**src/rtl/calc_pkg.sv**
```systemverilog
// Shared definitions for the calculator front end.
//   KEY_* : 5-bit key codes reported on eBCD (0..9 are the digits themselves)
//   deb_state_e : keypad debounce FSM states
//   key_sel_t / prio_enc : lowest-index pressed key out of an active-low keypad word
package calc_pkg;

  localparam logic [4:0] KEY_ADD  = 5'd10;
  localparam logic [4:0] KEY_SUB  = 5'd11;
  localparam logic [4:0] KEY_MUL  = 5'd12;
  localparam logic [4:0] KEY_DIV  = 5'd13;
  localparam logic [4:0] KEY_EQ   = 5'd14;
  localparam logic [4:0] KEY_CLR  = 5'd15;
  localparam logic [4:0] KEY_NONE = 5'h1F;

  typedef enum logic [1:0] {
    ST_IDLE,
    ST_PRESS_WAIT,
    ST_HELD,
    ST_RELEASE_WAIT
  } deb_state_e;

  typedef struct packed {
    logic       vld;  // at least one key pressed
    logic [3:0] idx;  // lowest pressed index
  } key_sel_t;

  // Walk from the top down so the lowest pressed index is the last writer.
  function automatic key_sel_t prio_enc(input logic [15:0] pb_n);
    key_sel_t s;
    s = '0;
    for (int i = 15; i >= 0; i--) begin
      if (!pb_n[i]) begin
        s.vld = 1'b1;
        s.idx = 4'(i);
      end
    end
    return s;
  endfunction

endpackage

```
**src/rtl/clk_div_unit.sv**
```systemverilog
// Even-ratio clock divider used as an enable generator.
//   gclk    : system clock
//   grst_n  : async active-low reset
//   clk_out : 50% duty divided clock, period DIV, starts low
//   tick    : one-cycle pulse in the cycle clk_out has just gone high
module clk_div_unit #(
  parameter int DIV = 4
) (
  input  logic gclk,
  input  logic grst_n,
  output logic clk_out,
  output logic tick
);

  localparam int W = (DIV > 2) ? $clog2(DIV) : 1;
  localparam logic [W-1:0] HALF = W'(DIV / 2 - 1);
  localparam logic [W-1:0] LAST = W'(DIV - 1);

  logic [W-1:0] cnt;

  always_ff @(posedge gclk or negedge grst_n) begin
    if (!grst_n) begin
      cnt     <= '0;
      clk_out <= 1'b0;
      tick    <= 1'b0;
    end else begin
      cnt     <= (cnt == LAST) ? '0 : cnt + 1'b1;
      if (cnt == HALF || cnt == LAST) clk_out <= ~clk_out;
      // clk_out is always low in the first half-period, so the HALF toggle is the rising one
      tick    <= (cnt == HALF);
    end
  end

endmodule

```
**src/rtl/keypad_frontend.sv**
```systemverilog
// Calculator front end: scan-rate dividers plus keypad debounce/encode.
//   clock_50m : system clock (only clock)
//   rst       : async active-low reset
//   pb[15:0]  : active-low pushbuttons
//   sw_clk    : switch-scan divided clock (period SW_DIV)
//   fnd_clk   : display-scan divided clock (period FND_DIV)
//   eBCD      : key code for one sw_clk period per new press, else KEY_NONE
//   key_rst   : high alongside eBCD when the clear key (15) fires
module keypad_frontend
  import calc_pkg::*;
#(
  parameter int SW_DIV  = 50000,
  parameter int FND_DIV = 5000,
  parameter int DEB_CNT = 2
) (
  input  logic        clock_50m,
  input  logic        rst,
  input  logic [15:0] pb,
  output logic        sw_clk,
  output logic        fnd_clk,
  output logic [4:0]  eBCD,
  output logic        key_rst
);

  localparam logic [3:0] DEB = 4'(DEB_CNT);

  logic       sw_tick;
  logic       fnd_tick_unused;
  logic [15:0] pb_s1, pb_s2;
  deb_state_e state;
  logic [3:0] cnt;
  logic [3:0] cand;
  logic [3:0] cnt_nxt;
  key_sel_t   sel;

  clk_div_unit #(.DIV(SW_DIV)) u_sw_div (
    .gclk(clock_50m), .grst_n(rst), .clk_out(sw_clk), .tick(sw_tick)
  );

  clk_div_unit #(.DIV(FND_DIV)) u_fnd_div (
    .gclk(clock_50m), .grst_n(rst), .clk_out(fnd_clk), .tick(fnd_tick_unused)
  );

  // Reset to all-released so nothing looks pressed while the synchroniser fills.
  always_ff @(posedge clock_50m or negedge rst) begin
    if (!rst) begin
      pb_s1 <= '1;
      pb_s2 <= '1;
    end else begin
      pb_s1 <= pb;
      pb_s2 <= pb_s1;
    end
  end

  assign sel     = prio_enc(pb_s2);
  assign cnt_nxt = cnt + 4'd1;

  // cnt holds how many consecutive ticks the current candidate (key or idle) has been seen.
  // Events fire only on the released->pressed acceptance; a key change while HELD is ignored.
  always_ff @(posedge clock_50m or negedge rst) begin
    if (!rst) begin
      state   <= ST_IDLE;
      cnt     <= '0;
      cand    <= '0;
      eBCD    <= KEY_NONE;
      key_rst <= 1'b0;
    end else if (sw_tick) begin
      eBCD    <= KEY_NONE;
      key_rst <= 1'b0;
      case (state)
        ST_IDLE: begin
          if (sel.vld) begin
            cand <= sel.idx;
            if (DEB_CNT == 1) begin
              state   <= ST_HELD;
              eBCD    <= {1'b0, sel.idx};
              key_rst <= &sel.idx;
            end else begin
              cnt   <= 4'd1;
              state <= ST_PRESS_WAIT;
            end
          end
        end
        ST_PRESS_WAIT: begin
          if (!sel.vld) begin
            state <= ST_IDLE;
          end else if (sel.idx != cand) begin
            cand <= sel.idx;
            cnt  <= 4'd1;
          end else if (cnt_nxt >= DEB) begin
            state   <= ST_HELD;
            eBCD    <= {1'b0, cand};
            key_rst <= &cand;
          end else begin
            cnt <= cnt_nxt;
          end
        end
        ST_HELD: begin
          if (!sel.vld) begin
            if (DEB_CNT == 1) begin
              state <= ST_IDLE;
            end else begin
              cnt   <= 4'd1;
              state <= ST_RELEASE_WAIT;
            end
          end
        end
        ST_RELEASE_WAIT: begin
          if (sel.vld)              state <= ST_HELD;
          else if (cnt_nxt >= DEB)  state <= ST_IDLE;
          else                      cnt   <= cnt_nxt;
        end
        default: state <= ST_IDLE;
      endcase
    end
  end

endmodule

```
**config.mk**
```make
export PLATFORM = sky130hd
export DESIGN_NAME = keypad_frontend
export DESIGN_NICKNAME = d
export VERILOG_FILES = /design/src/rtl/calc_pkg.sv /design/src/rtl/clk_div_unit.sv /design/src/rtl/keypad_frontend.sv
export SDC_FILE = /design/constraint.sdc
export NUM_CORES = 1
export LEC_CHECK = 0
export BUFFER_PORTS_ARGS = -buffer_cell sky130_fd_sc_hd__buf_4
export CAP_MARGIN = 5
export CORE_MARGIN = 2
export CORE_UTILIZATION = 50
export DETAILED_ROUTE_END_ITERATION = 8
export PLACE_DENSITY = 0.7
export SETUP_SLACK_MARGIN = 0.3
export SLEW_MARGIN = 40
export SYNTH_ARGS = -nofsm -noshare
export SYNTH_HDL_FRONTEND = slang
export SYNTH_SLANG_ARGS = --single-unit
```
**constraint.sdc**
```tcl
create_clock -name clock_50m -period 3.9 [get_ports clock_50m]
set_clock_uncertainty 0.1 [all_clocks]
set_input_delay 0.195 -clock clock_50m [delete_from_list [all_inputs] [get_ports clock_50m]]
set_output_delay 0.195 -clock clock_50m [all_outputs]
set_load 0.02 [all_outputs]
```
## Yosys cells after proc, flatten, opt, wreduce, memory -nomap -nowiden

Index checks and enable logic that the tools add are counted.

| word-level totals | value |
|---|---|
| flip-flop bits (word level) | 80 |
| bits in latches | 0 |
| memory bits (writable) | 0 |
| bits in read-only memories | 0 |
| bits of input ports | 18 |
| output and inout bits | 8 |
| logic and storage cells | 87 |
| memories kept | 0 |

| operators by class | value |
|---|---|
| $add $sub $neg | 3 |
| multipliers | 0 |
| divide/modulo/power cells | 0 |
| magnitude comparators | 1 |
| equal/unequal tests | 16 |
| shift operators | 0 |
| mux-type cells | 45 |
| bitwise logic cells | 2 |
| reduce and logical (&&, ||, !) cells | 8 |

Operator list:

| cell | number |
|---|---|
| two-way mux 5 bit | 20 |
| two-way mux 4 bit | 9 |
| adder 16 x 1 -> 16 bit (second input constant) | 1 |
| == test 16 x 15 -> 1 bit (second input constant) | 1 |
| == test 16 bit (second input constant) | 1 |
| two-way mux 16 bit | 1 |
| one-hot mux 4 bit (4 select lines) | 1 |
| two-way mux 2 bit | 7 |
| adder 13 x 1 -> 13 bit (second input constant) | 1 |
| == test 13 x 12 -> 1 bit (second input constant) | 1 |
| == test 13 bit (second input constant) | 1 |
| two-way mux 13 bit | 1 |
| inequality test 2 bit (second input constant) | 5 |
| AND reduction 5 bit | 2 |
| inequality test 3 bit (second input constant) | 3 |
| one-hot mux 2 bit (4 select lines) | 1 |
| one-hot mux 4 bit (2 select lines) | 1 |
| AND reduction 6 bit | 1 |
| adder 4 x 1 -> 4 bit (second input constant) | 1 |
| == test 2 bit (second input constant) | 2 |
| greater-or-equal comparator 4 x 2 -> 1 bit (second input constant) | 1 |
| two-way mux 1 bit | 4 |
| inequality test 4 bit | 1 |
| AND reduction 4 bit | 1 |
| 5 further kinds | 7 |

## Longest topological paths before layout

Gate-level depths: netlist of the first run.

| logic depth | value |
|---|---|
| word-level depth | 20 |
| gate-level depth with buffers | 8 |
| mapped depth without buffers | 8 |

## Hierarchy

From an unflattened synthesis of the first run, not the netlist that was laid out.

| second synthesis, totals | value |
|---|---|
| cells, all modules | 309 |
| area, all modules | 3,529.6 µm² |

Modules (own cells, without submodules):

| module | instances | cells each | area each (µm²) | seq. area each (µm²) |
|---|---|---|---|---|
| keypad_frontend | 1 | 172 | 1,981.9 | 1,247.4 |
| clk_div_unit at u_sw_div | 1 | 76 | 845.8 | 450.4 |
| clk_div_unit at u_fnd_div | 1 | 61 | 701.9 | 375.4 |

## Least setup slack after synthesis of the first run

No wires, ideal clock.

| path | value |
|---|---|
| kind | register to register |
| start | register pb_s2[0] |
| end | register cand[2] |
| setup time | 0.125 ns |
| data arrival time | 1.893 ns |
| setup slack | 1.782 ns |
| cell stages (with the launch flop) | 8 |
| buffers on the path | 0 |
| cells stage by stage | dfstp_2 -> nand2_1 -> or3_1 -> o22ai_1 -> xnor2_1 -> o221ai_2 -> o21ai_0 -> mux2_2 |

| between the ends | value |
|---|---|
| cells in the longest elaborated chain, start to end | 4 |
| elaborated cells on any way between the ends | 10 |
| classes of those cells | 4 x eq/ne; 5 x mux; 1 x reduce/logical |

Ends and longest elaborated chain:

| what | line | RTL |
|---|---|---|
| start, declared | keypad_frontend.sv:29 | `logic [15:0] pb_s1, pb_s2;` |
| start signal, assigned | keypad_frontend.sv:51 | `pb_s2 <= pb_s1;` |
| two-way mux 5 bit * | calc_pkg.sv:32 | `if (!pb_n[i]) begin` |
| inequality test 4 bit / two-way mux 4 bit (equally long branches) | keypad_frontend.sv:87 | `end else if (sel.idx != cand) begin` |
| inequality test 2 bit (no source line) / two-way mux 4 bit (equally long branches) | n/a |  |
| AND reduction 5 bit (no source line) / one-hot mux 4 bit (2 select lines) (equally long branches) | n/a |  |
| end signal, assigned | keypad_frontend.sv:73 | `cand <= sel.idx;` |
| end signal, assigned | keypad_frontend.sv:88 | `cand <= sel.idx;` |
| end, declared | keypad_frontend.sv:32 | `logic [3:0] cand;` |

Every way passes the cells marked *; elsewhere a longest branch is shown, timed or not. The select of a mux whose other input is x is not followed.
A chain may end at the register's enable or synchronous reset.

## Worst setup path in the final report of the first run

| path | value |
|---|---|
| start | register pb_s2[13] |
| end | register cand[2] |

| between the ends | value |
|---|---|
| cells in the longest elaborated chain, start to end | 17 |
| elaborated cells on any way between the ends | 23 |
| classes of those cells | 4 x eq/ne; 18 x mux; 1 x reduce/logical |

Ends and longest elaborated chain:

| what | line |
|---|---|
| two-way mux 5 bit * (14 in series) | calc_pkg.sv:32 |
| inequality test 4 bit / two-way mux 4 bit (equally long branches) | keypad_frontend.sv:87 |
| inequality test 2 bit (no source line) / two-way mux 4 bit (equally long branches) | n/a |
| AND reduction 5 bit (no source line) / one-hot mux 4 bit (2 select lines) (equally long branches) | n/a |

Marks and branches as above.

==> results_dict.tcl, run 1 <==
set metrics [dict create \
    place_ws_ps 1486 \
    fin_util_pct 62.46 \
    slew_headroom_pct 54.13 \
    first_pass_iters 4 \
    hold_violations 0 \
    rsz0062_at_grt "false" \
    period_minus_slack_ps 2461 \
    synthFlopType "dfrtp_1" \
    n_fill_cell 512 \
    antenna_cells 0 \
    clock_path_buffers 2 \
    ys_warn_count 0 \
    yosys-top-cells-area "dfrtp_1, dfstp_2, xnor2_1" \
    ff2ff_path_depth 7 \
    gp_congestion 0.8983 \
    area_growth_pct 19.58 \
    seq_area_frac_synth_pct 61.06 \
    cts_tree "done" \
    post-cts-setup-buffers 0 \
    hpwl_um 3765 \
    ios 26 \
    grt-ovfl-total 0 \
    synthArstFlopShare_pct 100.0 \
    hold_depth 0 \
    grt_use_total_pct 18.11 \
    avgRoutedWirePerCell_um 13.88 \
    final_nets 358 \
    ant_nets 0 \
    core_um2 6422 \
    synth_top_area_share_pct 32.08 \
    yosysUniqueCellTypes 50 \
    drt_wl_total_um 5802 \
    drive_above_1_share_pct 26.10 \
    worst_pin_slew_ps 688.0 \
    ctsRootBufferMaster "clkbuf_8" \
    path_clk_slew_ps 80 \
    hold_slack_ps 255.0 \
    multiInputGateArea_um2 1265 \
    dieArea_um2 7381 \
    postCtsResizedCells 0 \
    cts_sinks 80 \
    synth_edf_count 0 \
    row_count 29 \
    h-tree-depth 3 \
    p_per_area_nw_per_um2 394.1 \
    mappedNetlistNets 308 \
    drv_cap 0 \
    p_leak_uw 0.001737 \
    status "finished clean" \
    finalSetupTns_ps 0 \
    first_global_vias 2254 \
    cp.arrival_ps 2580 \
    grt_max_degree 81 \
    drcViolationCount 0 \
    cts_buffers 9 \
    start_util_pct 52.23 \
    die_height_um 85.91 \
    maxClockFrequency_mhz 406.3 \
    clock_latency_ps 340 \
    grt_pass1_wl_um 10350 \
    seq_area_um2 2048 \
    finalSetupViolations 0 \
    power_uw 1581 \
    crit_required_ps 4020 \
    synth_area_um2 3354 \
    netlist_instances 286 \
    fp.dieW_um 85.91 \
    crit_fanout 12 \
    timing.final.ws_setup_ps 1439 \
    grt_antenna_before_repair 0 \
    crit_type "reg2reg" \
    vias_per_cell 5.445 \
    synthTopCellsByCount "dfrtp_1, dfstp_2, nand2_1, nor2_1, nand3_1" \
    cp-end-kind "flip-flop" \
    numPortBuffers 25 \
    syn_avg_cell_area_um2 11.73 \
    num_vias 2276 \
    vdd_drop_max_mv 0.2482 \
    ys_ff_latch 80 \
    drtIter0Drc 132 \
    startpoint_type "flip-flop" \
    maxSlewViolCount 0 \
    yosysMostFrequentCell "dfrtp_1" \
    min_period_over_period_pct 63.11 \
    synth_top_area_cell "dfrtp_1" \
    hold_class "reg2reg" \
]
kinds of logic (layout without fill, tap and decap cells):
group                      Yosys count  in the layout  synth area share, %
AOI/OAI and AO/OA                   41             41                8.877
DFF                                 80             80                61.06
adders and majority gates            4              4                1.492
buffers and inverters                9             64                1.231
xor gates and xnor gates            27             27                7.050
muxes                                1              1               0.3357
and+or+nand+nor                    124            124                19.96
registers in the layout, indices dropped and copies added, names as in the netlist, named ones only:
| register | count |
|---|---|
| cand | 4 |
| pb_s1 | 16 |
| u_sw_div.clk_out | 1 |
| u_sw_div.cnt | 16 |
| u_sw_div.tick | 1 |
| eBCD | 5 |
| u_fnd_div.cnt | 13 |
| pb_s2 | 16 |
| state | 1 |
| cnt | 4 |
| key_rst | 1 |
| u_fnd_div.clk_out | 1 |
final cells by class:
class | instances | area share, %
timing repair buffer | 42 | 9.014
clock inverter | 7 | 2.339
clock buffer | 9 | 3.088
inverter | 6 | 0.5614
multi-input combinational | 197 | 31.53
sequential | 80 | 51.06
tap | 77 | 2.402
power breakdown:
group | total, uW | switching [uW] | internal [uW]
Sequential | 870 | 10.3 | 860
Clock | 650 | 290 | 360
Combinational | 60.7 | 31.3 | 29.4
worst paths after layout:
path	startpoint	end	slack, ps
max	pb_s2[13]	cand[2]	1440
min	pb_s1[9]	pb_s2[9]	250
max reg2reg	pb_s2[13]	cand[2]	1440
min reg2reg	pb_s1[9]	pb_s2[9]	250
max in group asynchronous	rst	u_fnd_div.cnt[10]	2890
min in group asynchronous	rst	cand[0]	350
per-stage QoR:
step	instance area [um^2]	std cells
finish	4011	418
detailed placement	3623	385
floorplan	3354	286
global route	4011	418
CTS	4011	418
global placement	3620	385
timing repair:
item	CTS	global route
endpoints found under the setup margin	0	0
endpoints found under the hold margin	59	0
hold buffers	17	0
layer usage:
metal / global-route usage (%) / share of wire (%) / vias to the layer above
li1: - / - / 1110
met1: 24.20 / 45 / 1106
met2: 27.20 / 49 / 56
met3: 7.218 / 5.0 / 4
met4: 5.916 / 0.71 / 0
met5: 0 / 0 / -
worst max-delay path, cell delays in order, from the launching register on:
cell and delay (ps):
dfstp_2 550, nand4_1 130, or3_4 380, o21ai_1 140, nor3b_2 190, o221ai_2 250, o21ai_0 240, mux2_2 350
placed cells by master (no fill, tap or decap), types with 3 or more instances in the layout:
| cell | instances |
|---|---|
| dfrtp_1 | 43 |
| dfstp_2 | 37 |
| nand2_1 | 28 |
| nor2_1 | 25 |
| buf_4 | 24 |
| nand3_1 | 17 |
| dlygate4sd3_1 | 17 |
| xnor2_1 | 15 |
| xor2_1 | 12 |
| and3_1 | 11 |
| clkbuf_8 | 9 |
| o21ai_0 | 8 |
| nor2b_1 | 7 |
| inv_1 | 6 |
| nand2b_1 | 5 |
| nand4_1 | 5 |
| a21oi_1 | 5 |
| or3_1 | 4 |
| o32a_1 | 4 |
| ha_1 | 4 |
| a21boi_0 | 3 |
| a211oi_1 | 3 |
| o21a_1 | 3 |
| a31oi_1 | 3 |
| and2_1 | 3 |
(Power assumes the default switching activity.)
==> inputs of run 2 (changes only) <==
clock period = 2.3 ns   (was 3.9 ns; I/O delays follow)
==> results_dict.tcl, run 2 (synthesis gave the netlist of run 1 again) <==
set metrics [dict create \
    p_leak_uw 0.001877 \
    antenna_cells 0 \
    avgRoutedWirePerCell_um 13.79 \
    slew_headroom_pct 62.78 \
    gp_congestion 0.7706 \
    met3_usage_pct 4.909 \
    drv_cap 0 \
    start_util_pct 52.23 \
    grt_use_total_pct 18.29 \
    p_per_area_nw_per_um2 613.2 \
    p_sw_share_pct 22.42 \
    ctsRootBufferMaster "clkbuf_8" \
    p_sw_uw 585.3 \
    power_uw 2611 \
    n_fill_cell 483 \
    drive_above_1_share_pct 34.35 \
    drtIter0Drc 97 \
    finalSetupViolations 0 \
    drt_wl_total_um 6038 \
    h-tree-depth 3 \
    pwr-share-comb_pct 5.1 \
    vias_per_cell 5.354 \
    status "finished clean" \
    met2_usage_pct 27.91 \
    grt_antenna_before_repair 0 \
    numPortBuffers 25 \
    fin_util_pct 66.30 \
    core_um2 6422 \
    use_met1_pct 26.06 \
    rsz0062_at_grt "true" \
    dieArea_um2 7381 \
    grt-busiest-layer "met2" \
    first_pass_iters 4 \
    crit_required_ps 2470 \
    reg.largest.list "pb_s1: 16 flops, pb_s2: 16 flops, u_sw_div.cnt: 16 flops" \
    clock_path_buffers 2 \
    crit_fanout 7 \
    ant_nets 0 \
    final_nets 378 \
    first_global_vias 2309 \
    cp-end-kind "flip-flop" \
    maxClockFrequency_mhz 444.2 \
    p_clk_share_pct 38.4 \
    hpwl_um 3988 \
    grt_pass1_wl_um 10650 \
    multiInputGateArea_um2 1368 \
    worst_pin_slew_ps 558.3 \
    p_int_uw 2025 \
    cts_buffers 9 \
    area_growth_pct 26.93 \
    die_height_um 85.91 \
    path_clk_slew_ps 80 \
    drcViolationCount 0 \
    maxSlewViolCount 0 \
    cts_tree "done" \
    grt_max_degree 47 \
    cts_sinks 80 \
    seq_area_um2 2048 \
    num_vias 2345 \
    layout_common_cells "dfrtp_1, buf_4, dfstp_2" \
    hold_class "in2async" \
    p_seq_share_pct 56.6 \
    startpoint_type "flip-flop" \
    period_minus_slack_ps 2251 \
    crit_type "reg2reg" \
    min_period_over_period_pct 97.88 \
    fp.dieW_um 85.91 \
    vdd_drop_max_mv 0.5060 \
    clock_latency_ps 340 \
    ios 26 \
    hold_violations 0 \
    cp.arrival_ps 2420 \
    row_count 29 \
    grt-ovfl-total 0 \
]
run 2: worst max-delay path: stages, from the launching register on:
cell      delay (ps)
dfstp_2          570
nand2_1           70
or3_4            380
o22ai_2          170
xnor2_1          160
o221ai_2         180
buf_4            200
o32a_2           350
run 2: stage by stage:
step	setup WS, ps	area [um^2]	setup TNS [ps]	instances	hold slack, ps
6_report	48.87	4258	0	438	210.2
5_1_grt	-51.87	4258	-172.3	438	247.9
4_1_cts	55.68	4178	0	434	210.8
3_5_place_dp	24.07	3706	0	394	40.11
3_3_place_gp	59.78	3706	0	394	34.45
2_1_floorplan	201.7	3361	0	286	-280.6
run 2: worst paths after layout:
| check | slack (ps) | start | cells after the start | to |
|---|---|---|---|---|
| setup / recovery | 50 | pb_s2[4] | 7 | eBCD[3] |
| min in group clock_50m | 260 | pb_s1[15] | 0 | pb_s2[15] |
| hold reg to reg | 260 | pb_s1[15] | 0 | pb_s2[15] |
| max in group asynchronous | 1310 | rst | 3 | u_fnd_div.cnt[6] |
| setup reg to reg | 50 | pb_s2[4] | 7 | eBCD[3] |
| hold / removal | 210 | rst | 2 | key_rst |
run 2: repair_timing:
action                                 in CTS  in global routing
endpoints found under the hold margin      24                  0
cloned                                      0                  0
buffers inserted                            7                  4
hold buffers                               17                  0
resized for setup                          11                 14
pin swaps                                  11                  5
setup endpoints to repair                  15                 17
run 2: metal layers:
metal | wire (um) | share of wire (%)
met1 | 2965 | 49
met2 | 2772 | 46
met3 | 238 | 3.9
met4 | 61 | 1.0
met5 | 0 | 0
run 2: power groups by stage:
stage / registers (uW) / clock network [uW] / logic, uW
finish: 1480 / 1000 / 132
global route: 1480 / 1100 / 146
CTS: 1480 / 1030 / 122
detailed placement: 1500 / 0 / 87.2
global placement: 1500 / 0 / 86.1
floorplan: 1500 / 0 / 30.3
run 2: cell type report:
type                    instances  area share, %
clock buffers                  12          3.908
repair buffers                 62          12.31
well taps                      77          2.263
flip-flops and latches         80          48.10
multi-input cells             197          32.12
clock inverters                 4         0.7640
inverters                       6         0.5289
==> inputs of run 3 (changes only) <==
SETUP_SLACK_MARGIN = not set   (was 0.3)
==> results_dict.tcl, run 3 (synthesis gave the netlist of run 1 again) <==
set metrics [dict create \
    status "finished clean" \
    hold_class "in2async" \
    grt_pass1_wl_um 10030 \
    area_growth_pct 22.42 \
    finalSetupViolations 0 \
    die_height_um 85.91 \
    timing.final.ws_setup_ps 79.32 \
    grt_use_total_pct 17.54 \
    drv_cap 0 \
    drive_above_1_share_pct 29.94 \
    first_pass_iters 4 \
    vias_per_cell 5.271 \
    multiInputGateArea_um2 1289 \
    start_util_pct 52.23 \
    cp-end-kind "flip-flop" \
    place_ws_ps 48.85 \
    path_clk_slew_ps 80 \
    crit_type "reg2reg" \
    power_uw 2552 \
    row_count 29 \
    core_um2 6422 \
    first_global_vias 2195 \
    cp.arrival_ps 2360 \
    reg.largest.list "pb_s1: 16 flops, pb_s2: 16 flops, u_sw_div.cnt: 16 flops" \
    startpoint_type "flip-flop" \
    min_period_over_period_pct 96.55 \
    crit_required_ps 2440 \
    fp.dieW_um 85.91 \
    maxSlewViolCount 0 \
    finalSetupTns_ps 0 \
    slew_headroom_pct 59.65 \
    hpwl_um 3936 \
    seq_area_um2 2048 \
    drt_wl_total_um 5824 \
    clock_latency_ps 340 \
    crit_fanout 6 \
    vdd_drop_max_mv 0.5145 \
    n_fill_cell 489 \
    dieArea_um2 7381 \
    cts_buffers 9 \
    period_minus_slack_ps 2221 \
    worst_pin_slew_ps 605.3 \
    h-tree-depth 3 \
    cts_sinks 80 \
    ctsRootBufferMaster "clkbuf_8" \
    rsz0062_at_grt "false" \
    p_per_area_nw_per_um2 621.6 \
    maxClockFrequency_mhz 450.3 \
    num_vias 2272 \
    final_nets 371 \
    drtIter0Drc 109 \
    gp_congestion 0.8692 \
    layout_common_cells "dfrtp_1, dfstp_2, buf_4" \
    avgRoutedWirePerCell_um 13.51 \
    antenna_cells 0 \
    grt_antenna_before_repair 0 \
    grt-ovfl-total 0 \
    hold_violations 0 \
    grt_max_degree 71 \
    ios 26 \
    drcViolationCount 0 \
    p_leak_uw 0.001794 \
    cts_tree "done" \
    ant_nets 0 \
    final_common_cell "dfrtp_1" \
    clock_path_buffers 2 \
    numPortBuffers 25 \
]
[run 3: worst paths after layout]
kind | slack [ps] | end | depth (start not counted) | start
max | 80 | cand[3] | 8 | pb_s2[14]
min | 240 | cnt[0] | 2 | rst
max reg2reg | 80 | cand[3] | 8 | pb_s2[14]
min reg2reg | 260 | pb_s2[2] | 0 | pb_s1[2]
max in group asynchronous | 1240 | pb_s2[0] | 3 | rst
min in group clock_50m | 260 | pb_s2[2] | 0 | pb_s1[2]
[run 3: final cells by class]
class | instances | area share [%]
inverters | 6 | 0.5484
flip-flops and latches | 80 | 49.88
repair buffers | 55 | 11.18
multi-input cells | 197 | 31.38
clock inverters | 5 | 0.9445
clock buffers | 11 | 3.717
well taps | 77 | 2.346
[run 3: report_power, final]
| group | switching, uW | internal [uW] | leakage (uW) |
|---|---|---|---|
| clock network | 497 | 463 | 0.0000950 |
| registers | 17.4 | 1460 | 0.000960 |
| logic | 57.4 | 58.8 | 0.000739 |
[run 3: layer usage]
metal / vias up / global-route usage [%] / share of wire [%] / wire length (um)
li1: 1135 / - / - / -
met1: 1091 / 23.62 / 47 / 2759
met2: 37 / 27.48 / 48 / 2780
met3: 9 / 4.716 / 3.9 / 228
met4: 0 / 6.349 / 0.98 / 57
met5: - / 0 / 0 / 0
[run 3: repair_timing]
item	CTS	global route
setup buffers	0	1
endpoints found under the hold margin	59	0
setup endpoints to repair	0	10
hold buffers	17	0
resized for setup	0	6
[run 3: critical path, stage by stage, from the launching register on]
cell and delay [ps]:
dfstp_2 550, nand4_1 140, or3_4 360, o21ai_2 100
nor3b_2 180, o221ai_2 160, buf_4 180, o211a_1 200
o21a_1 160
[run 3: metrics by stage]
| step | util (%) | instance area, um^2 | cells | hold WS, ps |
|---|---|---|---|---|
| finish | 63.94 | 4106 | 431 | 239.1 |
| global route | 63.94 | 4106 | 431 | 261.4 |
| CTS | 63.39 | 4071 | 430 | 258.7 |
| detailed placement | 57.76 | 3710 | 397 | 124.5 |
| global placement | 57.76 | 3710 | 397 | 123.1 |
| floorplan | - | 3354 | 286 | -280.6 |
